`src/rtl/selector_color_pkg.sv`:
```
// Shared definitions for the colour selector: per-channel debounce FSM state
// encoding and the default filter length.
//   NFiltroDefault : stable cycles required to accept a level change (10 ms at 100 MHz)
//   estado_e       : debounce FSM states
package selector_color_pkg;

    localparam int unsigned NFiltroDefault = 1000000;

    typedef enum logic [1:0] {
        StBajo,
        StFiltroAlto,
        StAlto,
        StFiltroBajo
    } estado_e;

endpackage

```
`src/rtl/selector_color_if.sv`:
```
// Button/enable bundle between the pushbutton side and the colour selector.
//   Boton_R/G/B  : raw asynchronous pushbuttons, active-high
//   en_rgb       : registered channel enables {R,G,B}
//   pulso_rgb    : one-cycle strobe per channel on each accepted press
//   boton_limpio : debounced button levels {R,G,B}
// master drives the buttons; slave is the selector itself.
interface selector_color_if;

    logic       Boton_R;
    logic       Boton_G;
    logic       Boton_B;
    logic [2:0] en_rgb;
    logic [2:0] pulso_rgb;
    logic [2:0] boton_limpio;

    modport master (
        output Boton_R,
        output Boton_G,
        output Boton_B,
        input  en_rgb,
        input  pulso_rgb,
        input  boton_limpio
    );

    modport slave (
        input  Boton_R,
        input  Boton_G,
        input  Boton_B,
        output en_rgb,
        output pulso_rgb,
        output boton_limpio
    );

endinterface

```
`src/rtl/selector_color_antirrebote.sv`:
```
// Single-channel pushbutton debouncer: 2-flop synchronizer, stability counter
// and a 4-state FSM.
//   reloj    : system clock, rising edge
//   resetM   : synchronous active-high reset
//   i_boton  : raw asynchronous button level
//   o_limpio : registered debounced level
//   o_pulso  : registered one-cycle strobe on each accepted press
//   o_acepta : press being accepted on the coming edge (from registered state only)
module antirrebote
    import selector_color_pkg::*;
#(
    parameter int unsigned N_FILTRO = NFiltroDefault
) (
    input  logic reloj,
    input  logic resetM,
    input  logic i_boton,
    output logic o_limpio,
    output logic o_pulso,
    output logic o_acepta
);

    localparam int unsigned       AnchoCnt = $clog2(N_FILTRO);
    localparam logic [AnchoCnt-1:0] CntMax = AnchoCnt'(N_FILTRO - 1);
    localparam logic [AnchoCnt-1:0] CntUno = AnchoCnt'(1);

    logic [1:0]          r_sync;
    estado_e             r_estado;
    estado_e             w_estado_sig;
    logic [AnchoCnt-1:0] r_cnt;
    logic [AnchoCnt-1:0] w_cnt_sig;
    logic                r_limpio;
    logic                r_pulso;
    logic                w_sync;
    logic                w_acepta;

    assign w_sync = r_sync[1];

    always_ff @(posedge reloj) begin
        if (resetM) begin
            r_sync   <= 2'b00;
            r_estado <= StBajo;
            r_cnt    <= '0;
            r_limpio <= 1'b0;
            r_pulso  <= 1'b0;
        end else begin
            r_sync   <= {r_sync[0], i_boton};
            r_estado <= w_estado_sig;
            r_cnt    <= w_cnt_sig;
            // Decoded from next state so the level leaves a flop aligned with r_estado.
            r_limpio <= (w_estado_sig == StAlto) || (w_estado_sig == StFiltroBajo);
            r_pulso  <= w_acepta;
        end
    end

    // Counter only ever counts up to CntMax, so it cannot wrap.
    always_comb begin
        w_estado_sig = r_estado;
        w_cnt_sig    = r_cnt;
        w_acepta     = 1'b0;
        case (r_estado)
            StBajo: begin
                if (w_sync) begin
                    w_estado_sig = StFiltroAlto;
                    w_cnt_sig    = CntUno;
                end
            end
            StFiltroAlto: begin
                if (!w_sync) begin
                    w_estado_sig = StBajo;
                    w_cnt_sig    = '0;
                end else if (r_cnt == CntMax) begin
                    w_estado_sig = StAlto;
                    w_cnt_sig    = '0;
                    w_acepta     = 1'b1;
                end else begin
                    w_cnt_sig = r_cnt + 1'b1;
                end
            end
            StAlto: begin
                if (!w_sync) begin
                    w_estado_sig = StFiltroBajo;
                    w_cnt_sig    = CntUno;
                end
            end
            StFiltroBajo: begin
                if (w_sync) begin
                    w_estado_sig = StAlto;
                    w_cnt_sig    = '0;
                end else if (r_cnt == CntMax) begin
                    // Release: no toggle, no strobe.
                    w_estado_sig = StBajo;
                    w_cnt_sig    = '0;
                end else begin
                    w_cnt_sig = r_cnt + 1'b1;
                end
            end
            default: begin
                w_estado_sig = StBajo;
                w_cnt_sig    = '0;
            end
        endcase
    end

    assign o_limpio = r_limpio;
    assign o_pulso  = r_pulso;
    assign o_acepta = w_acepta;

endmodule

```
`src/rtl/selector_color.sv`:
```
// Colour selector: three debounced pushbuttons toggle the {R,G,B} enables.
//   reloj    : system clock, rising edge
//   resetM   : synchronous active-high reset
//   bus      : slave side of selector_color_if (buttons in; en_rgb, pulso_rgb,
//              boton_limpio out)
// Parameters: N_FILTRO stable cycles to accept a level change; EN_RESET en_rgb reset value.
module selector_color
    import selector_color_pkg::*;
#(
    parameter int unsigned N_FILTRO = NFiltroDefault,
    parameter logic [2:0]  EN_RESET = 3'b000
) (
    input  logic              reloj,
    input  logic              resetM,
    selector_color_if.slave   bus
);

    logic [2:0] w_limpio;
    logic [2:0] w_pulso;
    logic [2:0] w_acepta;
    logic [2:0] r_en_rgb;

    antirrebote #(.N_FILTRO(N_FILTRO)) u_rojo (
        .reloj    (reloj),
        .resetM   (resetM),
        .i_boton  (bus.Boton_R),
        .o_limpio (w_limpio[2]),
        .o_pulso  (w_pulso[2]),
        .o_acepta (w_acepta[2])
    );

    antirrebote #(.N_FILTRO(N_FILTRO)) u_verde (
        .reloj    (reloj),
        .resetM   (resetM),
        .i_boton  (bus.Boton_G),
        .o_limpio (w_limpio[1]),
        .o_pulso  (w_pulso[1]),
        .o_acepta (w_acepta[1])
    );

    antirrebote #(.N_FILTRO(N_FILTRO)) u_azul (
        .reloj    (reloj),
        .resetM   (resetM),
        .i_boton  (bus.Boton_B),
        .o_limpio (w_limpio[0]),
        .o_pulso  (w_pulso[0]),
        .o_acepta (w_acepta[0])
    );

    // Toggle on the same edge the strobe register is set, so en_rgb and
    // pulso_rgb change together; all channels are independent.
    always_ff @(posedge reloj) begin
        if (resetM) begin
            r_en_rgb <= EN_RESET;
        end else begin
            r_en_rgb <= r_en_rgb ^ w_acepta;
        end
    end

    assign bus.en_rgb       = r_en_rgb;
    assign bus.pulso_rgb    = w_pulso;
    assign bus.boton_limpio = w_limpio;

endmodule

```
`src/flat_wrapper.sv`:
```
// flat-port wrapper written by rule: the top's interface ports become plain ports
module selector_color_flat import selector_color_pkg::*;
#(
    parameter int unsigned N_FILTRO = NFiltroDefault,
    parameter logic [2:0]  EN_RESET = 3'b000
)
  (reloj, resetM, bus_Boton_R, bus_Boton_G, bus_Boton_B, bus_en_rgb, bus_pulso_rgb, bus_boton_limpio);
  selector_color_if bus_i ();
  input  logic reloj;
  input  logic resetM;
  input wire logic [$bits(bus_i.Boton_R)-1:0] bus_Boton_R;
  input wire logic [$bits(bus_i.Boton_G)-1:0] bus_Boton_G;
  input wire logic [$bits(bus_i.Boton_B)-1:0] bus_Boton_B;
  output wire logic [$bits(bus_i.en_rgb)-1:0] bus_en_rgb;
  output wire logic [$bits(bus_i.pulso_rgb)-1:0] bus_pulso_rgb;
  output wire logic [$bits(bus_i.boton_limpio)-1:0] bus_boton_limpio;
  assign bus_i.Boton_R = bus_Boton_R;
  assign bus_i.Boton_G = bus_Boton_G;
  assign bus_i.Boton_B = bus_Boton_B;
  assign bus_en_rgb = bus_i.en_rgb;
  assign bus_pulso_rgb = bus_i.pulso_rgb;
  assign bus_boton_limpio = bus_i.boton_limpio;
  selector_color #(.N_FILTRO(N_FILTRO), .EN_RESET(EN_RESET)) u_core (.reloj(reloj), .resetM(resetM), .bus(bus_i));
endmodule
```
`config.mk`:
```
export PLATFORM = sky130hd
export DESIGN_NAME = selector_color_flat
export DESIGN_NICKNAME = d
export VERILOG_FILES = /design/src/rtl/selector_color_pkg.sv /design/src/rtl/selector_color_if.sv /design/src/rtl/selector_color_antirrebote.sv /design/src/rtl/selector_color.sv /design/src/flat_wrapper.sv
export SDC_FILE = /design/constraint.sdc
export NUM_CORES = 1
export LEC_CHECK = 0
export CAP_MARGIN = 20
export CORE_MARGIN = 2
export CORE_UTILIZATION = 40
export CTS_CLUSTER_DIAMETER = 80
export DETAILED_ROUTE_END_ITERATION = 7
export PLACE_DENSITY = 0.53
export SLEW_MARGIN = 5
export SYNTH_ARGS = -nofsm -noshare
export SYNTH_HDL_FRONTEND = slang
export SYNTH_SLANG_ARGS = --single-unit
```
`constraint.sdc`:
```
create_clock -name reloj -period 6 [get_ports reloj]
set_clock_uncertainty 0.15 [all_clocks]
set_input_delay 1.8 -clock reloj [delete_from_list [all_inputs] [get_ports reloj]]
set_output_delay 1.8 -clock reloj [all_outputs]
set_load 0.01 [all_outputs]
```
==> metrics.cfg <==
[outcome]
status = complete, no violations

[logic_synthesis]
synth_cell_types = 49
syn_inst = 439
synth_top_area_share_pct = 43.4
syn_avg_cell_area_um2 = 8.51
syn_area_um2 = 3740
seq_area_frac_synth_pct = 43.4
ys_top_cells_by_area = dfxtp_1, xnor2_1, nor2_1, nand2_1, nand3_1
synthesis.nets = 447
ys_warn_count = 0
synth_top_area_cell = dfxtp_1
ys_ff_latch = 81

[route]
drc = 0
ant_nets = 0
dr.pass1.iters = 4
drt_iter0_drc = 109
vias_per_cell = 5.30
post_drt_wl_per_cell_um = 13.1
drt-total-wl_mm = 7.39
num_vias = 3001

[critical_path]
reg2reg_to = u_core.u_verde.r_cnt[18]$_SDFFE_PP0P_
worst-setup-path-type = primary input to flip-flop
cp_max_fo = 35
cp.arrival_ns = 3.69
reg2reg_slack_ns = 3.69
worstPathRequired_ns = 6.12
crit_start = resetM
setup.worst_path.start_class = primary input
critPathCaptureType = flip-flop
cp_slowest_cell = a211oi_1
reg2regPathDepth = 5
reg2reg_from = u_core.u_verde.r_cnt[0]$_SDFFE_PP0P_
cpPeakStageDelay_ns = 0.80
worstPathCellList = clkdlybuf4s50_1 > buf_4 > a211oi_1 > a21bo_2 > a31oi_1

[clock_network]
cts_hold_buf = 0
clockBufferDepth = 2
cts-root-buf = clkbuf_8
cts_made_buffers = 9
clk_pin_slew_ns = 0.08
ctsResizeCount = 0
clock_sinks = 81
h-tree-depth = 3
post-cts-setup-buffers = 0
clk_latency_ns = 0.35
cts_tree = built

[timing]
fin_crit_ns = 3.57
setup_violations = 0
hold_viol_final = 0
tns_ns = 0
finalCritPeriodShare_pct = 59.5
max_freq_ghz = 0.280
slew_viol_final = 0
worst_slew_pin_slew_ns = 0.919
holdWs_ns = 0.294
rsz0062_at_grt = false
max_slew_margin_pct = 38.3

[die]
die_width_um = 101
die_y_um = 101
num_io_pins = 14
core-area_um2 = 9150
num_rows = 35
design.die.area_um2 = 10100
start_util_pct = 40.8

[min_path]
holdPathEnd = u_core.u_azul.r_sync[1]$_SDFF_PP0_
min_path_cells = 1
holdCritStartpoint = u_core.u_azul.r_sync[0]$_SDFF_PP0_
hold_class = flip-flop to flip-flop

[power_and_ir_drop]
max-vdd-ir-drop_v = 0.000117
leakage_nw = 1.33
powerDensity_nw_per_um2 = 234
finalPower_uw = 970

[grt]
grt_pass1_vias = 2675
grt_overflow = 0
grt_pass1_wl_mm = 12.7
grt_max_degree = 36
grt_usage_pct = 15.6
antenna_found_initial = 0

[placed_design]
io_buffers = 13
place_hpwl_mm = 5.09
gp_congestion = 0.815

[final_layout]
nets = 458
fillers = 884
antenna_cells = 0
drive_above_1_share_pct = 6.37
areaGrowthSynthToFinish_pct = 10.8

[flow_run]
drv_cap = 0

cell type report:
| type | count | area (µm²) | share of cell area, % |
|---|---|---|---|
| repair buffers | 17 | 160 | 3.87 |
| flip-flops and latches | 81 | 1620 | 39.2 |
| multi-input cells | 329 | 1980 | 47.8 |
| clock buffers | 10 | 128 | 3.08 |
| well taps | 111 | 139 | 3.35 |
| clock inverters | 6 | 67.6 | 1.63 |
| inverters | 12 | 45.0 | 1.09 |
how the worst max path moves through the flow:
stage / cells after the start / end / slack (ns)
2_1_floorplan: 4 / u_core.u_azul.r_cnt[19]$_SDFFE_PP0P_ / 2.83
3_3_place_gp: 5 / u_core.u_azul.r_cnt[19]$_SDFFE_PP0P_ / 2.15
3_5_place_dp: 5 / u_core.u_azul.r_cnt[19]$_SDFFE_PP0P_ / 2.11
4_1_cts: 5 / u_core.u_azul.r_cnt[19]$_SDFFE_PP0P_ / 2.45
5_1_grt: 5 / u_core.u_azul.r_cnt[19]$_SDFFE_PP0P_ / 2.30
6_report: 5 / u_core.u_azul.r_cnt[19]$_SDFFE_PP0P_ / 2.43
logic make-up (layout without fill, tap and decap cells):
| kind of cell | after synthesis | count (layout) | synth area share, % |
|---|---|---|---|
| buf+inv | 29 | 45 | 3.65 |
| compound gates | 50 | 50 | 8.74 |
| fa+ha+maj | 3 | 3 | 1.00 |
| mux | 4 | 4 | 1.10 |
| flops | 81 | 81 | 43.4 |
| simple gates | 226 | 226 | 31.3 |
| xor+xnor | 46 | 46 | 10.8 |
sequential cells by signal, summed over array words and instances (netlist names), 2 cells and up:
signal	cells
u_core.u_azul.r_cnt	20
u_core.u_verde.r_sync	2
u_core.u_azul.r_sync	2
u_core.u_azul.r_estado	2
u_core.u_rojo.r_sync	2
u_core.u_verde.r_estado	2
u_core.u_rojo.r_estado	2
u_core.u_rojo.r_cnt	20
u_core.u_verde.r_cnt	20
u_core.bus.en_rgb	3
routing by layer:
metal	routed length, µm	up-vias	global-route usage [%]
met5	0	-	0
met4	148	0	6.43
met3	196	12	2.50
met2	3300	44	23.5
met1	3750	1380	22.1
li1	-	1565	-
cells in the mapped netlist (all sizes together):
library cell  count
dfxtp            81
nor2             76
xnor2            36
nand2            31
nand3            23
nor3             14
nor4             14
a21oi            13
inv              12
and3             11
buf              10
nand4            10
o21ai            10
xor2             10
nor2b             8
clkbuf            7
nor4b             7
a31oi             6
or3               6
a211oi            5
and4              5
nand3b            5
a22oi             3
ha                3
mux2i             3
nand2b            3
nor3b             3
o211ai            3
a32oi             2
and2              2
o2111ai           2
o21a              2
or2               2
or4               2
or4b              2
a2111oi           1
a21bo             1
a32o              1
and4b             1
mux2              1
nand4b            1
o31ai             1
placed cells by master (no fill, tap or decap), drive strengths merged, types with 2 or more instances in the layout:
master | synthesis | final
nor2b | 8 | 8
ha | 3 | 3
nor4 | 14 | 14
nor2 | 76 | 76
a31oi | 6 | 6
and3 | 11 | 11
or3 | 6 | 6
a32oi | 2 | 2
or4b | 2 | 2
nand3b | 5 | 5
nand3 | 23 | 23
clkinvlp | 0 | 2
nand2b | 3 | 3
or4 | 2 | 2
nor3b | 3 | 3
and2 | 2 | 2
xnor2 | 36 | 36
nor3 | 14 | 14
clkinv | 0 | 2
nor4b | 7 | 7
mux2i | 3 | 3
a22oi | 3 | 3
a211oi | 5 | 5
inv | 12 | 13
and4 | 5 | 5
clkbuf | 7 | 10
dfxtp | 81 | 81
o2111ai | 2 | 2
o211ai | 3 | 3
nand2 | 31 | 31
or2 | 2 | 2
o21ai | 10 | 10
xor2 | 10 | 10
buf | 10 | 4
clkdlybuf4s50 | 0 | 13
o21a | 2 | 2
a21oi | 13 | 13
nand4 | 10 | 10
worst max-delay path, delay by kind of cell:
| kind | cells | cell delay (ns) |
|---|---|---|
| compound gates | 3 | 1.24 |
| buf+inv | 2 | 0.63 |
metrics by stage:
step	instances	setup WS, ns	utilization [%]	cell area, µm²
after floorplan	439	2.83	-	3740
after detailed placement	550	2.11	43.1	3950
after CTS	566	2.45	45.2	4140
final	566	2.43	45.2	4140
after global routing	566	2.30	45.2	4140
after global placement	550	2.15	43.1	3950
where the power goes:
| part | leakage, nW | internal (mW) | total (mW) | switching (mW) |
|---|---|---|---|---|
| clock | 0.0929 | 0.194 | 0.397 | 0.203 |
| combinational | 0.587 | 0.00910 | 0.0290 | 0.0199 |
| sequential | 0.654 | 0.541 | 0.544 | 0.00326 |
Note: power is estimated with default switching activity, not from simulation.
